<file path="config.mk">
export PLATFORM = sky130hd
export DESIGN_NAME = demux_32bit_stream
export DESIGN_NICKNAME = d
export VERILOG_FILES = /design/src/rtl/demux_32bit_stream.sv
export SDC_FILE = /design/constraint.sdc
export NUM_CORES = 1
export LEC_CHECK = 0
export ABC_AREA = 1
export CAP_MARGIN = 20
export CELL_PAD_IN_SITES_DETAIL_PLACEMENT = 0
export CELL_PAD_IN_SITES_GLOBAL_PLACEMENT = 1
export CORE_MARGIN = 2
export CORE_UTILIZATION = 40
export CTS_CLUSTER_SIZE = 10
export DETAILED_ROUTE_END_ITERATION = 10
export DONT_BUFFER_PORTS = 1
export PLACE_DENSITY = 0.74
export SLEW_MARGIN = 10
export SYNTH_ARGS = -nofsm -noshare
export SYNTH_HDL_FRONTEND = slang
export SYNTH_SLANG_ARGS = --single-unit
</file>
<file path="constraint.sdc">
create_clock -name clock -period 3.1 [get_ports clock]
set_input_delay 0.465 -clock clock [delete_from_list [all_inputs] [get_ports clock]]
set_output_delay 0.465 -clock clock [all_outputs]
set_load 0.1 [all_outputs]
</file>
<file path="src/rtl/demux_32bit_stream.sv">
// 1-to-2 stream demultiplexer with one output register per sink.
// A burst stays on the sink chosen by its first word until in_last is accepted.
module demux_32bit_stream #(
   parameter int WIDTH = 32,
   parameter int CNT_W = 16
) (
   input  logic             clock,
   input  logic             reset,
   input  logic             in_valid,
   output logic             in_ready,
   input  logic [WIDTH-1:0] in_data,
   input  logic             in_last,
   input  logic             s,
   output logic             out0_valid,
   input  logic             out0_ready,
   output logic [WIDTH-1:0] out0_data,
   output logic             out0_last,
   output logic             out1_valid,
   input  logic             out1_ready,
   output logic [WIDTH-1:0] out1_data,
   output logic             out1_last,
   output logic [CNT_W-1:0] cnt0,
   output logic [CNT_W-1:0] cnt1,
   output logic             busy
);

   localparam logic [0:0] ST_IDLE  = 1'b0;
   localparam logic [0:0] ST_BURST = 1'b1;

   logic [0:0] state_q, state_d;
   logic       lock_sel_q, lock_sel_d;
   logic       target;
   logic       accept;
   logic [1:0] sink_ready;
   logic [1:0] slot_free;

   assign sink_ready = {out1_ready, out0_ready};
   assign target     = (state_q == ST_BURST) ? lock_sel_q : s;
   // A slot is free when empty or when its current word drains on this edge.
   assign in_ready   = slot_free[target];
   assign accept     = in_valid && in_ready;
   assign busy       = (state_q == ST_BURST);

   always_comb begin
      state_d    = state_q;
      lock_sel_d = lock_sel_q;
      if (accept) begin
         if (state_q == ST_IDLE) begin
            if (!in_last) begin
               state_d    = ST_BURST;
               lock_sel_d = s;
            end
         end else if (in_last) begin
            state_d = ST_IDLE;
         end
      end
   end

   always_ff @(posedge clock or posedge reset) begin
      if (reset) begin
         state_q    <= ST_IDLE;
         lock_sel_q <= 1'b0;
      end else begin
         state_q    <= state_d;
         lock_sel_q <= lock_sel_d;
      end
   end

   genvar gi;
   generate
      for (gi = 0; gi < 2; gi++) begin : g_ch
         logic             valid_q, valid_d;
         logic [WIDTH-1:0] data_q, data_d;
         logic             last_q, last_d;
         logic [CNT_W-1:0] cnt_q, cnt_d;
         logic             acc_here;

         assign acc_here      = accept && (target == 1'(gi));
         assign slot_free[gi] = !valid_q || sink_ready[gi];

         always_comb begin
            valid_d = valid_q;
            data_d  = data_q;
            last_d  = last_q;
            cnt_d   = cnt_q;
            if (acc_here) begin
               valid_d = 1'b1;
               data_d  = in_data;
               last_d  = in_last;
               cnt_d   = cnt_q + {{(CNT_W-1){1'b0}}, 1'b1};
            end else if (valid_q && sink_ready[gi]) begin
               valid_d = 1'b0;
            end
         end

         always_ff @(posedge clock or posedge reset) begin
            if (reset) begin
               valid_q <= 1'b0;
               data_q  <= '0;
               last_q  <= 1'b0;
               cnt_q   <= '0;
            end else begin
               valid_q <= valid_d;
               data_q  <= data_d;
               last_q  <= last_d;
               cnt_q   <= cnt_d;
            end
         end
      end
   endgenerate

   assign out0_valid = g_ch[0].valid_q;
   assign out0_data  = g_ch[0].data_q;
   assign out0_last  = g_ch[0].last_q;
   assign cnt0       = g_ch[0].cnt_q;
   assign out1_valid = g_ch[1].valid_q;
   assign out1_data  = g_ch[1].data_q;
   assign out1_last  = g_ch[1].last_q;
   assign cnt1       = g_ch[1].cnt_q;

endmodule
</file>
**Yosys cells after proc, flatten, opt, wreduce, memory -nomap -nowiden**

Cells that the tools add are included.

- Register bits after elaboration: 102
- Output and inout bits: 102

- Add/sub/neg operators: 2
- $lt $le $gt $ge: 1
- Multiplexer cells: 8
- Bitwise operators: 3
- Reductions and logical operators: 12

Operators with widths:

| cell | count |
|---|---|
| 16-bit by 1-bit adder with 16-bit output (second input constant) | 2 |
| 1-bit two-way mux | 8 |
| 1-bit logical AND | 5 |
| 2-bit nonzero test | 2 |
| 1-bit inverter | 3 |
| 3-bit AND reduction | 1 |
| 1-bit logical NOT | 2 |
| 1-bit logical OR | 2 |
| 1-bit by 2-bit less-than comparator with 1-bit output (second input constant) | 1 |

**Longest topological paths before layout**

Gate-level depths: netlist (run 1).

- Word-level depth: 7
- Mapped depth: 9
- Depth with buffers taken out: 8

**Worst setup path before layout (run 1)**

No wires, ideal clock.

- Path kind: register to output
- Start point: reg state_q, in the netlist busy
- End point: out in_ready
- Arrival: 2033 ps
- Data required time: 2635 ps
- Setup slack: 602 ps
- Cell stages (with the launch flop): 5
- Buffers on the path: 0
- Cells stage by stage: dfrtp_1 -> nand2_2 -> nand2_2 -> nand2_1 -> nand2_1

- Word-level cells in the longest chain between the ends: 3

RTL lines:

| what | line | RTL |
|---|---|---|
| start: declaration | 30 | `logic [0:0] state_q, state_d;` |
| start signal: assignment | 64 | `state_q <= state_d;` |
| 1-bit two-way mux | 38 | `assign target = (state_q == ST_BURST) ? lock_sel_q : s;` |
| 1-bit two-way mux (not written as such) (2 in series) | 40 | `assign in_ready = slot_free[target];` |
| end: declaration | 10 | `output logic in_ready,` |

Every way passes these cells. The select of a mux whose other input is x is not followed.

**Final worst setup path (run 1)**

- Start point: reg g_ch[1].valid_q, in the netlist out1_valid
- End point: out in_ready

- Word-level cells in the longest chain between the ends: 4

RTL lines:

| what | line | RTL |
|---|---|---|
| start: declaration | 72 | `logic valid_q, valid_d;` |
| start signal: assignment | 103 | `valid_q <= valid_d;` |
| 1-bit logical NOT | 79 | `assign slot_free[gi] = !valid_q \|\| sink_ready[gi];` |
| 1-bit logical OR | 79 |  |
| 1-bit two-way mux (not written as such) (2 in series) | 40 |  |

Every way passes these cells. The select of a mux whose other input is x is not followed.

==> results.md, run 1 <==
* Outcome: completed
* Post-synthesis adder-cell area fraction at 0.569%
* Starting Density at about two fifths
* Fillers at around 1100
* Initial DRT Pass Iterations at 4
* Die ar. at 0.0118 mm^2
* Post-CTS setup buffer count at 0
* Synth unique cells at 30
* Site Rows at 38
* DIE WIDTH at roughly 110 um
* Post-synth top area cell: dfrtp_1
* Global-route wire length before repair at 15.7 mm
* Buf/Inv on CP at 2
* Layout cells sized above 1 at between 10% and 20%
* Gpl congestion at between 0.7 and 0.8
* Vias in the first global route at approximately 3100
* Slew HR at between 30 and 40%
* Final setup vio count at 0
* Min-delay worst type: primary input to async pin
* I/O Buffers at 0
* Syn Std Cell Area at around 0.0044 mm^2
* Die Span Y at between 100 and 150 um
* Startpoint Class: register
* Residual DRC at 0
* Final period utilization at between 60% and 70%
* # hold bufs at CTS at 0
* Fmax at 0.480 GHz
* Top post-synthesis cells by count: nand2_1 (148), dfrtp_1 (102), inv_1 (54)
* Crit-path cells: buf_4 -> nand2_1 -> nand2_1 -> nand2_1 -> buf_4
* Final net count at around 550
* TNS Setup at 0 ns
* Syn Nets at approximately 520
* Final wirelength at between 9 and 10 mm
* Register area share after synthesis at approximately 58%
* DR vias at ~3100
* Seq cells post-synth at 102
* Post-synth ARST share at 100%
* Slowest-stage cell, CP: dfrtp_1
* Dpl hpwl at approximately 7 mm
* CTS tree: done
* Compound-Gate Fraction of Synth Area at under 10%
* Worst path max stage delay at 0.40 ns
* CTS Buf Count at 9
* Primary FF master, synth: dfrtp_1
* # clock sinks at just over 100
* Wirelength per Cell at between 10 and 15 um
* Max Slew Vio Count at 0
* Post-DRT Antenna Nets at 0
* Synth Warn # at 0
* Remaining global-route overflow at 0
* CTS H-tree lvls at 3
* Post-synthesis mux area share at 0%
* Worst Path Max Fanout at 3
* Arrival @ worst endpoint at ~1.6 ns
* Critical Path Start: out1_valid
* Xor and xnor area share after synthesis at 3.93%
* DR vias/cell at between 4 and 5
* All-Layer GR Usage at approximately 17%
* WS Path Type: register to output port
* Max_cap viols at 0
* Simple-gate share of the synthesized area at between 20% and 30%
* Yosys top cell area share at about 58%
* Root Driver: clkbuf_8
* N_diodes at 0
* CP Data Required Time at 2.63 ns
* Most common cell in the netlist: nand2_1
* Initial antenna violation count at 0
* EDFF count, synth at 0
* Hold WS at approximately 0.14 ns
* Core area at ~0.011 mm^2
* PostCTS Resize Cnt at 0
* Clock insertion delay at the later pin of the skew report at approximately 0.36 ns
* Synthesized instance count at ~480
* Clock-pin slew on the worst setup and hold paths at between 0.1 and 0.15 ns
* Syn Area/Cell at around 9 um^2
* Drt first-iter violations at 165
* Crit path time final at 2.08 ns
* Hold Vio Cnt, Final at 0
* Crit-path leading delay family: buffers and inverters
* Actual slew at the worst max-slew pin at 0.958 ns
* Area Overhead vs Synth at 12.9%
* Synth area leaders: dfrtp_1 (58%), nand2_1 (13%), inv_1 (4.6%)
* Critical path's most frequent cell: nand2_1
* Largest family of logic cells by synthesized area: simple AND/OR/NAND/NOR gates
* Ports at 141
* RSZ-0062 raised after global routing: false
* Worst-case clock buffer depth at 2
* Clock skew at 0.0118 ns
* Endpoint type of the worst setup path: output port
* R2r startpoint: out1_valid
* Pin count of the biggest net entering global routing at 74
## cells by family after synthesis
group / count (synthesis)
AND/OR/NAND/NOR: 213
flip-flops: 102
buffers and inverters: 71
AO/OA/AOI/OAI: 69
XOR/XNOR: 18
adder cells (fa/ha/maj): 2
## per-stage QoR
step | util [%] | worst slack, ns | area (um^2) | instances
2_1_floorplan | - | 0.602 | 4400 | 475
3_3_place_gp | 44.1 | 1.12 | 4760 | 636
3_5_place_dp | 44.1 | 1.13 | 4760 | 636
4_1_cts | 46.0 | 0.984 | 4970 | 652
5_1_grt | 46.0 | 0.934 | 4970 | 652
6_report | 46.0 | 1.02 | 4970 | 652
## routing by layer
| metal | routed length, um | global-route usage [%] |
|---|---|---|
| met3 | 694 | 5.26 |
| met2 | 4500 | 27.2 |
| met5 | 0 | 0 |
| met1 | 4210 | 21.7 |
| met4 | 184 | 6.96 |
## layout make-up
| type | count | area, um^2 | area share (%) |
|---|---|---|---|
| Sequential cell | 102 | 2550 | 51.4 |
| Multi-Input combinational cell | 302 | 1520 | 30.6 |
| Timing Repair Buffer | 37 | 303 | 6.10 |
| Inverter | 55 | 210 | 4.23 |
| Tap cell | 140 | 175 | 3.53 |
| Clock buffer | 10 | 128 | 2.57 |
| Clock inverter | 6 | 78.8 | 1.59 |
## state kept, by name, summed over array words and instances, names as in the netlist
register and flops:
out0_data 32, out1_data 32, cnt0 16, cnt1 16
busy 1, lock_sel_q 1, out0_last 1, out0_valid 1
out1_last 1, out1_valid 1
## layout by cell type, fill, tap and decap left out, drive strengths merged
cell type  count
ha             2
bufinv         1
nor2          31
buf           37
nand3b         6
or2            1
clkinv         2
nand4          8
xnor2          7
nand3         11
xor2          11
a21oi          1
o21ai         68
clkinvlp       1
inv           57
nand2        151
clkbuf        10
nor3           5
dfrtp        102
## final timing paths
path                       cells after the start             to  slack [ns]
max reg2reg                                    6        cnt1[2]        1.18
min reg2reg                                    2     lock_sel_q        0.51
min in group clock                             2  out1_data[17]        0.23
max in group asynchronous                      2      out0_last        2.23
min                                            1   out1_data[6]        0.14
max                                            5       in_ready        1.02
Power of run 1 is not shown: default switching activity piles up to over one toggle a cycle in this logic, so the estimate is an artifact.
==> inputs of run 2 (changes only) <==
Settings changed: PLACE_DENSITY 0.74 to 0.71.
Clock period 3.1 ns to 2.1 ns, I/O delays scaled along.
==> run 2 against run 1 <==
First-iteration DRC count rose by 28%. Clock-buffer cell count rose by 1. Register-to-register slack got worse by 0.61 ns. Design area rose by 11%. Largest cell class unchanged.
==> results.md, run 2 (same netlist as run 1, synthesis figures left out) <==
* Final period utilization at a little over 80%
* Worst-case clock buffer depth at 2 (unchanged)
* Initial DRT Pass Iterations at 4 (unchanged)
* Crit-path leading delay family: simple AND/OR/NAND/NOR gates
* Final net count at 619 (+13%)
* Actual slew at the worst max-slew pin at 0.679 ns (-0.279 ns)
* Clock-pin slew on the worst setup and hold paths at 0.10 ns (about the same)
* Critical path's most frequent cell: nand2_1
* Pin count of the biggest net entering global routing at 73 (-1.4%)
* Worst path max stage delay at 0.41 ns (about the same)
* DR vias at 3347 (+7.0%)
* Core area at 0.0108 mm^2 (unchanged)
* Most frequent cells in the layout: nand2_1 (148), buf_4 (102), dfrtp_1 (99)
* Fmax at around 0.58 GHz
* Final wirelength at 9.58 mm (-0.15%)
* N_diodes at 0 (unchanged)
* CTS tree: done
* Die ar. at 0.0118 mm^2 (unchanged)
* Max_cap viols at 0 (unchanged)
* DIE WIDTH at 109 um (unchanged)
* Clock skew at 0.00944 ns (-0.00237 ns)
* Arrival @ worst endpoint at 1.41 ns (-0.21 ns)
* TNS Setup at 0 ns (unchanged)
* Slew HR at 54.6% (+18 points)
* All-Layer GR Usage at 17.3% (+0.20 points)
* Final Util at 51.2% (+5.2 points)
* Gpl congestion at 0.780 (+0.71%)
* Reg-to-reg setup timing slack at 0.57 ns (-0.61 ns)
* Drt first-iter violations at 212 (+28%)
* Worst Path Max Fanout at 3 (unchanged)
* DR vias/cell at 4.63 (-3.5%)
* Root Driver: clkbuf_8
* Clock insertion delay at the later pin of the skew report at 0.36 ns (about the same)
* Vias in the first global route at 3312 (+5.7%)
* Max Slew Vio Count at 0 (unchanged)
* Startpoint Class: register
* Crit path time final at between 1.5 and 2 ns
* Hold Vio Cnt, Final at 0 (unchanged)
* Remaining global-route overflow at 0 (unchanged)
* Endpoint type of the worst setup path: output port
* Outcome: completed
* Commonest non-fill, non-tap cell in the layout: nand2_1
* Layout cells sized above 1 at 25.7% (+11 points)
* # clock sinks at 102 (unchanged)
* Site Rows at 38 (unchanged)
* Crit-path cells: nand2_1 -> nand3_2 -> nand2_1 -> buf_12
* Initial antenna violation count at 0 (unchanged)
* Starting Density at 40.7% (unchanged)
* Post-DRT Antenna Nets at 0 (unchanged)
* CTS H-tree lvls at 3 (unchanged)
* Min-delay worst type: primary input to register
* Area Overhead vs Synth at 25.7%
* Residual DRC at 0 (unchanged)
* Post-CTS setup buffer count at 0 (unchanged)
* RSZ-0062 raised after global routing: false
* Ports at 141 (unchanged)
* WS Path Type: register to output port
* CP Data Required Time at 1.78 ns (-0.85 ns)
* Slowest-stage cell, CP: dfrtp_2
* Wirelength per Cell at 13.3 um (-10%)
* Final setup vio count at 0 (unchanged)
* I/O Buffers at 0 (unchanged)
* CTS Buf Count at 9 (unchanged)
* Buf/Inv on CP at 1 (-1)
* Die Span Y at 109 um (unchanged)
* Global-route wire length before repair at 15.9 mm (+1.1%)
* Dpl hpwl at 6.95 mm (+2.2%)
run 2: cell types whose count changed in the layout (fill, tap and decap cells not counted):
cell and change:
dfrtp_2 +3, clkbuf_1 -1, dlygate4sd3_1 +1, inv_8 -2
bufinv_16 -1, buf_12 +3, dfrtp_1 -3, inv_6 +1
clkbuf_8 +2, clkinv_2 +1, buf_4 +67
run 2: worst register-to-register path, cell delays in order, from the launching register on:
cell and delay [ns]:
dfrtp_1 0.41, ha_1 0.19, nand3_1 0.15, nor2_1 0.17, nand2_1 0.08, nor2_2 0.22
nand2_1 0.08, nand2_1 0.07, nand2_1 0.06
run 2: repair_timing:
| item | CTS | global route |
|---|---|---|
| hold buffers | 1 | 0 |
| endpoints found under the hold margin | 27 | 0 |
| gates resized for setup | 0 | 0 |
run 2: path summary, 6_finish.rpt:
| kind | from | to | cells after the start |
|---|---|---|---|
| worst max-delay path | out0_valid | in_ready | 4 |
| worst min-delay path | in_data[17] | out1_data[17] | 2 |
| worst max register to register | cnt1[1] | cnt1[10] | 8 |
| worst min register to register | out0_data[22] | out0_data[22] | 2 |
| max in group asynchronous | reset | out1_valid | 3 |
| min in group asynchronous | reset | out0_data[6] | 2 |
run 2: final cells by class:
cell class | count | area (um^2)
Timing Repair Buffer | 108 | 876
Inverter | 55 | 210
Sequential cell | 102 | 2560
Tap cell | 140 | 175
Clock inverter | 5 | 40.0
Multi-Input combinational cell | 302 | 1520
Fill cell | 1031 | 5270
Clock buffer | 11 | 151
run 2: per-layer routing:
layer | track usage, % | share of wire, % | vias up | wire, um
met5 | 0 | 0 | - | 0
met4 | 7.05 | 2.0 | 0 | 190
met3 | 4.90 | 7.4 | 13 | 705
met2 | 28.0 | 46 | 96 | 4410
met1 | 21.8 | 45 | 1554 | 4280
li1 | - | - | 1684 | -
run 2: per-stage QoR:
stage	area [um^2]	hold slack, ns	cells	worst slack [ns]
detailed placement	5330	0.319	706	0.626
floorplan	4400	0.460	475	0.0158
global route	5530	0.0704	723	0.259
CTS	5530	0.0775	723	0.341
global placement	5330	0.311	706	0.681
finish	5530	0.0900	723	0.374
Power of run 2 is left out for the same reason.
==> inputs of run 3 (changes only) <==
Settings changed: ABC_AREA 1 to 0, PLACE_DENSITY 0.71 to 0.72.
Clock period 2.1 ns to 1.5 ns, I/O delays scaled along.
==> run 3 against run 2 <==
The flow now finishes with violations (setup timing). Setup slack lost 0.58 ns. Core utilization is 9.1 points higher. Global-route usage increased by 0.50 points. Flip-flop and latch count unchanged. Area after synthesis fell by 5.9%. Critical endpoint unchanged.
==> results.md, run 3 <==
* Hold Vio Cnt, Final at 0 (unchanged)
* Final wirelength at 10.1 mm (+4.9%)
* Gpl congestion at 0.779 (about the same)
* Wirelength per Cell at 15.4 um (+16%)
* Worst Setup Slack, final at -0.206 ns (-0.580 ns)
* Arrival @ worst endpoint at 1.48 ns (+0.07 ns)
* Endpoint type of the worst setup path: output port
* DIE WIDTH at 106 um (-2.9%)
* Yosys top cell area share at 61.7% (+3.7 points)
* Die ar. at 0.0112 mm^2 (-5.7%)
* Commonest non-fill, non-tap cell in the layout: buf_4
* Initial DRT Pass Iterations at 4 (unchanged)
* R2r startpoint: busy
* CTS Buf Count at 9 (unchanged)
* Post-synth ARST share at 100% (unchanged)
* Drt first-iter violations at 78 (-63%)
* Failing checks: setup timing
* I/O Buffers at 0 (unchanged)
* Most common cell in the netlist: nand2_1
* DR vias/cell at 4.78 (+3.3%)
* TNS Setup at -7.21 ns (-7.21 ns)
* Final setup vio count at 60 (+60)
* Vias in the first global route at 3171 (-4.3%)
* Worst path max stage delay at 0.46 ns (+0.05 ns)
* Synth Warn # at 0 (unchanged)
* CTS H-tree lvls at 3 (unchanged)
* Actual slew at the worst max-slew pin at 0.421 ns (-0.258 ns)
* Syn Area/Cell at 11.9 um^2 (+28%)
* Area Overhead vs Synth at 48.5%
* Slowest-stage cell, CP: mux2_4
* Syn Std Cell Area at 0.00414 mm^2 (-5.9%)
* Dpl hpwl at 6.50 mm (-6.5%)
* Hold path start: in_data[16]
* Top post-synthesis cells by count: nand2_1 (109), dfrtp_1 (102), mux2_2 (33)
* Worst-case clock buffer depth at 2 (unchanged)
* Ports at 141 (unchanged)
* WS Path Type: register to output port
* Crit path time final at roughly 1.7 ns
* # clock sinks at 102 (unchanged)
* Final net count at 551 (-11%)
* Global-route wire length before repair at 15.8 mm (-0.48%)
* Post-DRT Antenna Nets at 0 (unchanged)
* Min-delay worst type: primary input to register
* Buf/Inv on CP at 0 (-1)
* N_diodes at 0 (unchanged)
* Die Span Y at 106 um (-2.9%)
* Seq cells post-synth at 102 (unchanged)
* EDFF count, synth at 0 (unchanged)
* Most frequent cells in the layout: buf_4 (114), nand2_1 (105), dfrtp_1 (76)
* Crit-path leading delay family: multiplexers
* Synth area leaders: dfrtp_1 (62%), nand2_1 (9.9%), mux2_2 (9.0%)
* Core area at 0.0102 mm^2 (-5.6%)
* Remaining global-route overflow at 0 (unchanged)
* Syn Nets at 389 (-25%)
* Starting Density at 40.6% (-0.12 points)
* Initial antenna violation count at 0 (unchanged)
* Final period utilization at 114%
* Primary FF master, synth: dfrtp_1
* Reg-to-reg setup timing slack at -0.19 ns (-0.76 ns)
* Clock-pin slew on the worst setup and hold paths at 0.08 ns (-0.02 ns)
* RSZ-0062 raised after global routing: true
* Residual DRC at 0 (unchanged)
* Clock insertion delay at the later pin of the skew report at 0.36 ns (about the same)
* Max_cap viols at 0 (unchanged)
* Startpoint Class: register
* Synthesized instance count at 348 (-27%)
* Layout cells sized above 1 at 45.0% (+19 points)
* Critical Path Start: busy
* Max Slew Vio Count at 0 (unchanged)
* Register area share after synthesis at 61.7% (+3.7 points)
* Site Rows at 37 (-2.6%)
* Worst Path Max Fanout at 3 (unchanged)
* Outcome: complete, but fails checks
* DR vias at 3113 (-7.0%)
* All-Layer GR Usage at 17.8% (+0.50 points)
* Fmax at between 0.5 and 0.6 GHz
* CP Data Required Time at 1.27 ns (-0.51 ns)
* Synth unique cells at 27 (-10%)
* Post-synth top area cell: dfrtp_1
* Slew HR at 71.8% (+17 points)
* Pin count of the biggest net entering global routing at 73 (unchanged)
* Clock skew at 0.0120 ns (+0.00255 ns)
* CTS tree: done
* Crit-path cells: mux2i_4 -> mux2_4
* Root Driver: clkbuf_8
[run 3: cell types whose count changed in the layout (fill, tap and decap cells not counted), moves of 27 or more]
| cell | change |
|---|---|
| o21ai_0 | -35 |
| dlygate4sd3_1 | +38 |
| mux2_4 | +35 |
| nand2_1 | -43 |
| inv_1 | -52 |
| o21ai_1 | -27 |
[run 3: area by class of cell]
cell class,count,area (um^2)
clock buffer,10,128
sequential,102,2580
inverter,2,11.3
multi-input combinational,231,1740
timing repair buffer,164,1440
tap,136,170
fill,825,4040
clock inverter,6,68.8
[run 3: through the flow]
stage	instances	utilization [%]	hold WS, ns	setup WS [ns]	instance area [um^2]
detailed placement	586	52.6	0.251	-0.206	5350
finish	651	60.3	0.0232	-0.206	6140
CTS	641	58.5	0.00175	-0.227	5960
global placement	586	52.6	0.247	-0.149	5350
global route	651	60.3	0.00465	-0.248	6140
floorplan	348	-	0.335	-0.545	4420
[run 3: logic make-up after synthesis]
family | count (synthesis) | synth area share, %
compound gates | 3 | 0.514
mux | 37 | 10.3
flops | 102 | 61.7
fa+ha+maj | 2 | 0.605
buf+inv | 15 | 2.54
xor+xnor | 30 | 6.35
simple gates | 159 | 17.9
[run 3: final timing paths]
| kind | end | depth (start not counted) |
|---|---|---|
| max reg2reg | lock_sel_q | 5 |
| max | in_ready | 2 |
| min reg2reg | out0_last | 2 |
| max in group asynchronous | cnt0[1] | 3 |
| min | out1_data[16] | 1 |
| min in group asynchronous | out0_data[16] | 3 |
[run 3: what timing repair did]
action	CTS	global route
setup buffers	4	4
endpoints found under the hold margin	163	5
pin swaps	5	3
hold buffers	34	5
gates resized for setup	2	16
endpoints found under the setup margin	73	93
gates cloned	1	1
[run 3: layer usage]
metal | routed length, um | part of all wire, % | GRT usage (%)
met3 | 747 | 7.4 | 6.12
met4 | 101 | 1.0 | 4.79
met5 | 0 | 0 | 0
met2 | 4810 | 48 | 28.5
met1 | 4400 | 44 | 23.2
Power of run 3 is left out for the same reason.
